## src/rtl/alias_pkg.sv

```systemverilog
// Shared types and constants for the alias_sequencer datapath.
// Optional feature macro: ALIAS_HOLD_EN (zero-order hold of discarded samples).
package alias_pkg;

  localparam int SAMPLE_W_DEF = 32;
  localparam int CNT_W_DEF    = 4;

  typedef enum logic [1:0] {
    IDLE  = 2'd0,
    READ  = 2'd1,
    PROC  = 2'd2,
    WRITE = 2'd3
  } state_t;

  // One-hot decimation codes; all-zero means pass-through.
  localparam logic [2:0] RATIO_1 = 3'b000;
  localparam logic [2:0] RATIO_2 = 3'b001;
  localparam logic [2:0] RATIO_4 = 3'b010;
  localparam logic [2:0] RATIO_8 = 3'b100;

  // Maps a raw selector onto a legal ratio code; unknown codes mean 1:1.
  function automatic logic [2:0] decode_ratio(input logic [2:0] sel);
    case (sel)
      RATIO_2: return RATIO_2;
      RATIO_4: return RATIO_4;
      RATIO_8: return RATIO_8;
      default: return RATIO_1;
    endcase
  endfunction

endpackage

```

## src/rtl/alias_ratio_decode.sv

```systemverilog
// Combinational keep/discard decision for the current sample phase.
// Optional feature macro (used by the top only): ALIAS_HOLD_EN.
module alias_ratio_decode
  import alias_pkg::*;
#(
  parameter int CNT_W = CNT_W_DEF
) (
  input  logic [2:0]       ratio_active,
  input  logic [CNT_W-1:0] counter_val,
  output logic             keep
);

  logic [CNT_W-1:0] w_mask;

  // A sample is kept when the phase bits below the ratio are all zero.
  always_comb begin
    // NOTE: default assignment first so no path leaves w_mask unassigned (no latch).
    w_mask = '0;
    case (ratio_active)
      RATIO_2: w_mask = CNT_W'(1);
      RATIO_4: w_mask = CNT_W'(3);
      RATIO_8: w_mask = CNT_W'(7);
      default: w_mask = '0;
    endcase
  end

  assign keep = ((counter_val & w_mask) == '0);

endmodule

```

## src/rtl/alias_sequencer.sv

```systemverilog
// Audio alias sequencer: FIFO handshake, sample phase counter, decimation
// with frame-aligned ratio changes.
// Optional feature macro: ALIAS_HOLD_EN -- discarded samples repeat the last
// kept sample instead of being zeroed.
module alias_sequencer
  import alias_pkg::*;
#(
  parameter int SAMPLE_W = SAMPLE_W_DEF,
  parameter int CNT_W    = CNT_W_DEF
) (
  input  logic                clk,
  input  logic                reset_n,
  input  logic                audio_in_available,
  input  logic                audio_out_allowed,
  input  logic [SAMPLE_W-1:0] left_channel_audio_in,
  input  logic [SAMPLE_W-1:0] right_channel_audio_in,
  input  logic [2:0]          ratio_sel,
  output logic                read_audio_in,
  output logic                write_audio_out,
  output logic [SAMPLE_W-1:0] left_channel_audio_out,
  output logic [SAMPLE_W-1:0] right_channel_audio_out,
  output logic [CNT_W-1:0]    counter_val,
  output logic [2:0]          ratio_active
);

  localparam logic [CNT_W-1:0] CNT_ONE = CNT_W'(1);
  localparam logic [CNT_W-1:0] CNT_MAX = '1;

  state_t              r_state;
  state_t              w_next_state;
  logic                r_read;
  logic                r_write;
  logic [SAMPLE_W-1:0] r_cap_l, r_cap_r;
  logic [SAMPLE_W-1:0] r_out_l, r_out_r;
  logic [SAMPLE_W-1:0] w_drop_l, w_drop_r;
  logic [CNT_W-1:0]    r_counter;
  logic [2:0]          r_shadow;
  logic [2:0]          r_active;
  logic                w_keep;
  logic                w_write_fire;
  logic                w_wrap;

  alias_ratio_decode #(.CNT_W(CNT_W)) u_decode (
    .ratio_active (r_active),
    .counter_val  (r_counter),
    .keep         (w_keep)
  );

  assign w_write_fire = (r_state == WRITE) && audio_out_allowed;
  assign w_wrap       = w_write_fire && (r_counter == CNT_MAX);

  // Next-state logic for the IDLE/READ/PROC/WRITE handshake.
  always_comb begin
    w_next_state = r_state;
    case (r_state)
      IDLE:    if (audio_in_available && audio_out_allowed) w_next_state = READ;
      READ:    w_next_state = PROC;
      PROC:    w_next_state = WRITE;
      WRITE:   if (audio_out_allowed) w_next_state = IDLE;
      default: w_next_state = IDLE;
    endcase
  end

  // State register plus registered FIFO strobes; write follows the accepting WRITE cycle.
  always_ff @(posedge clk or negedge reset_n) begin
    if (!reset_n) begin
      r_state <= IDLE;
      r_read  <= 1'b0;
      r_write <= 1'b0;
    end else begin
      // NOTE: non-blocking assignments so every register samples pre-edge values.
      r_state <= w_next_state;
      r_read  <= (w_next_state == READ);
      r_write <= w_write_fire;
    end
  end

  // Capture both channels while the input FIFO is being popped.
  always_ff @(posedge clk or negedge reset_n) begin
    if (!reset_n) begin
      r_cap_l <= '0;
      r_cap_r <= '0;
    end else if (r_state == READ) begin
      r_cap_l <= left_channel_audio_in;
      r_cap_r <= right_channel_audio_in;
    end
  end

`ifdef ALIAS_HOLD_EN
  logic [SAMPLE_W-1:0] r_hold_l, r_hold_r;

  // Remember the most recent kept sample for zero-order hold.
  always_ff @(posedge clk or negedge reset_n) begin
    if (!reset_n) begin
      r_hold_l <= '0;
      r_hold_r <= '0;
    end else if (r_state == PROC && w_keep) begin
      r_hold_l <= r_cap_l;
      r_hold_r <= r_cap_r;
    end
  end

  assign w_drop_l = r_hold_l;
  assign w_drop_r = r_hold_r;
`else
  assign w_drop_l = '0;
  assign w_drop_r = '0;
`endif

  // Load the output registers once per sample, kept or discarded.
  always_ff @(posedge clk or negedge reset_n) begin
    if (!reset_n) begin
      r_out_l <= '0;
      r_out_r <= '0;
    end else if (r_state == PROC) begin
      r_out_l <= w_keep ? r_cap_l : w_drop_l;
      r_out_r <= w_keep ? r_cap_r : w_drop_r;
    end
  end

  // Shadow the selector every cycle; phase advances and ratio switches only on writes.
  always_ff @(posedge clk or negedge reset_n) begin
    if (!reset_n) begin
      r_shadow  <= RATIO_1;
      r_active  <= RATIO_1;
      r_counter <= '0;
    end else begin
      r_shadow <= decode_ratio(ratio_sel);
      if (w_write_fire) r_counter <= r_counter + CNT_ONE;
      if (w_wrap)       r_active  <= r_shadow;
    end
  end

  assign read_audio_in           = r_read;
  assign write_audio_out         = r_write;
  assign left_channel_audio_out  = r_out_l;
  assign right_channel_audio_out = r_out_r;
  assign counter_val             = r_counter;
  assign ratio_active            = r_active;

endmodule

```

## config.mk

```make
export PLATFORM = sky130hd
export DESIGN_NAME = alias_sequencer
export DESIGN_NICKNAME = d
export VERILOG_FILES = /design/src/rtl/alias_pkg.sv /design/src/rtl/alias_ratio_decode.sv /design/src/rtl/alias_sequencer.sv
export SDC_FILE = /design/constraint.sdc
export NUM_CORES = 1
export LEC_CHECK = 0
export BUFFER_PORTS_ARGS = -buffer_cell sky130_fd_sc_hd__buf_2
export CAP_MARGIN = 10
export CORE_ASPECT_RATIO = 1.1
export CORE_MARGIN = 4
export CORE_UTILIZATION = 40
export CTS_CLUSTER_SIZE = 24
export DETAILED_ROUTE_END_ITERATION = 16
export PLACE_DENSITY = 0.65
export SYNTH_ARGS = -nofsm -noshare
export SYNTH_HDL_FRONTEND = slang
export SYNTH_SLANG_ARGS = --single-unit
```

## constraint.sdc

```tcl
create_clock -name clk -period 1.4 [get_ports clk]
set_input_delay 0.14 -clock clk [delete_from_list [all_inputs] [get_ports clk]]
set_output_delay 0.14 -clock clk [all_outputs]
set_load 0.02 [all_outputs]
```

==> results by group <==
Status
  – Status: finished, violations left
  – Failing checks: setup timing

Place
  – Routability cong.: a little under 0.8
  – DP Wirelength: 9100 um
  – DP Worst Slack: -0.0291 ns
  – I/O Buffers: about 140

Logic synthesis
  – Post-synthesis sequential area ratio: a little over three fifths
  – Number of synthesized flops with an enable pin: 0
  – Top-count cell post-synth: dfrtp_1
  – Largest area contributor in the netlist: dfrtp_1
  – FFs w/ async S/R, synth: 100%
  – Yosys top cell area share: between 60% and 70%
  – Area contributors post-synth: dfrtp_1 (62%), mux2_2 (13%), nand2_1 (8.6%)
  – Post-synthesis cell count: approximately 460
  – Mean Syn Cell Area: approximately 12 sq um
  – Yosys reg bits: 142
  – Number of distinct library cells after synthesis: 21
  – Post-synth top cells: dfrtp_1 (142), nand2_1 (130), mux2_2 (68)
  – Warnings from Yosys: 0
  – Synth Net Count: around 530
  – Main synth FF type: dfrtp_1
  – Post-synthesis cell area: 5690 sq um

Critical path
  – R2R Path End: r_cap_l[9]
  – Cells on worst reg2reg path: 4
  – Setup crit start kind: flip-flop
  – Register-to-register setup slack: -0.02 ns
  – Crit path DAT: 1.72 ns
  – Setup CP Type: reg -> reg
  – Req. time, crit path: approximately 1.7 ns
  – Reg-to-Reg Start: r_state[0]
  – CP Launch Point: r_state[0]
  – CP endpoint kind: flip-flop
  – Critical Path End: r_cap_l[9]
  – Crit-path max FO: 10

GRT
  – Number of global-route vias before repair: 4616
  – Initial antenna violation count: 0
  – Largest net degree at the start of global routing: 48
  – Grt total ovfl: 0
  – First-pass GRT wire length: roughly 23000 um
  – Tot GR Track Use: 18.6%

Timing
  – Max Freq: roughly 700 MHz
  – Final count of hold timing violations: 0
  – RSZ-0062 raised after global routing: true
  – Period utilisation layout: 102%
  – Final Setup Violations: 25
  – Final worst slack: -0.0221 ns
  – Skew final: 0.00759 ns
  – Worst-Margin Slew: 0.489 ns
  – Hold slack: roughly 0.23 ns
  – Slew Limit Fails: 0
  – Tmin final: 1.42 ns
  – Relative slew slack: 67.4%

Clocking
  – CTS Root Cell: clkbuf_16
  – Worst-skew pair later-pin latency: 0.42 ns
  – Reg clk slew, reported paths: ~0.060 ns
  – Num CTS Buffers: 17
  – Clk buf depth: 2
  – Clock net sink count: 142
  – Max H-tree Level: 4
  – TritonCTS clock tree: yes

Floorplanning
  – Starting Density: between 40% and 50%
  – Die width: 122 um
  – Die area: around 16000 sq um
  – Core Area: approximately 14000 sq um
  – Cell row count: 45
  – Ports: around 140
  – Die Y: between 100 and 150 um

Power
  – Maximum VDD drop: about 1.1 mV
  – Pwr Density: around 2400 nW/um^2
  – Leak pwr: 0.00403 uW

Layout
  – Ant. Diodes: 0
  – Layout area overhead: 51.2%
  – Nets: about 770
  – Layout cell share with drive strength beyond 1: roughly 45%
  – Post-layout util: 62.1%

Drt
  – Total Wirelength: around 16000 um
  – DR pass1 iterations: 4
  – First DRT Iteration DRCs: between 300 and 400
  – Wirelength per Cell: ~18 um
  – DR vias: 4552
  – Antenna-violating nets left: 0
  – Via density: between 5 and 6
  – Number of remaining DRC errors: 0

Worst hold path
  – Hold crit path type: in -> async

Run
  – Maxcap violations: 0
-- routing by layer --
layer  vias up  share of wire, %  GRT usage [%]
met5         -                 0              0
met4         0               2.5           7.85
met3        30               4.4           5.00
met2       145                52           32.1
met1      2293                41           21.6
li1       2084                 -              -
-- cell type report --
cell class	count	area, sq um
well taps	188	235
repair buffers	253	2040
clock buffers	22	484
flip-flops and latches	142	3560
clock inverters	10	159
fillers	1106	5250
multi-input cells	285	2120
-- state kept, by name, indices dropped and copies added, names as in the netlist --
signal,cells
ratio_active,3
r_cap_r,32
r_state,2
r_shadow,3
right_channel_audio_out,32
write_audio_out,1
read_audio_in,1
left_channel_audio_out,32
r_cap_l,32
counter_val,4
-- cell families (layout without fill, tap and decap cells) --
| group | Yosys count | after routing | share of synthesized area, % |
|---|---|---|---|
| multiplexers | 68 | 68 | 13.5 |
| buffers and inverters | 34 | 285 | 3.17 |
| flip-flops | 142 | 142 | 62.5 |
| adder cells (fa/ha/maj) | 1 | 1 | 0.220 |
| XOR/XNOR | 4 | 4 | 0.616 |
| AO/OA/AOI/OAI | 67 | 67 | 9.72 |
| AND/OR/NAND/NOR | 145 | 145 | 10.4 |
-- how the worst min path moves through the flow --
stage	start	endpoint	slack, ns	depth (start not counted)
6_report	reset_n	r_cap_l[13]	0.23	2
5_1_grt	reset_n	r_cap_l[13]	0.27	2
4_1_cts	reset_n	r_cap_l[13]	0.23	2
3_5_place_dp	reset_n	r_cap_l[13]	0.12	1
3_3_place_gp	reset_n	r_cap_l[13]	0.11	1
2_1_floorplan	reset_n	counter_val[0]	-0.16	0
-- power breakdown --
| part | internal, uW | leakage (uW) | switching (uW) | total (uW) |
|---|---|---|---|---|
| Sequential | 6100 | 0.00173 | 1160 | 7260 |
| Clock | 3170 | 0.000312 | 1690 | 4850 |
| Combinational | 3960 | 0.00199 | 4500 | 8460 |
-- timing repair --
action / in CTS / in global routing
buffers inserted: 0 / 5
pin swaps: 1 / 2
endpoints found under the hold margin: 109 / 0
setup endpoints to repair: 27 / 111
cloned: 0 / 10
hold buffers: 72 / 0
resized for setup: 5 / 36
-- stage by stage --
stage | area (sq um) | instances | total power (uW) | TNS (ns)
4_1_cts | 8160 | 885 | 19500 | 0
2_1_floorplan | 5740 | 461 | 12000 | 0
3_5_place_dp | 6780 | 781 | 14400 | -0.412
5_1_grt | 8600 | 900 | 21700 | -4.21
3_3_place_gp | 6780 | 781 | 14200 | 0
6_report | 8600 | 900 | 20600 | -0.251
-- cell usage in the layout, fill, tap and decap left out, drive strengths merged --
cell	instances
nor2b	2
ha	1
nand4	1
clkinvlp	2
a21oi	2
bufinv	4
mux2	68
nor3	1
clkinv	4
dlygate4sd3	72
clkbuf	29
dfrtp	142
and3	2
o31ai	65
buf	174
xor2	1
xnor2	3
nor3b	3
nand4bb	1
nand2b	1
nand2	130
nor2	3
and4	1
-- critical path, stage by stage, from the launching register on --
cell and delay (ns):
dfrtp_1 0.41, nor2b_4 0.22, buf_12 0.15, clkbuf_16 0.17, mux2_2 0.34
Note: power is estimated with default switching activity, not from simulation.
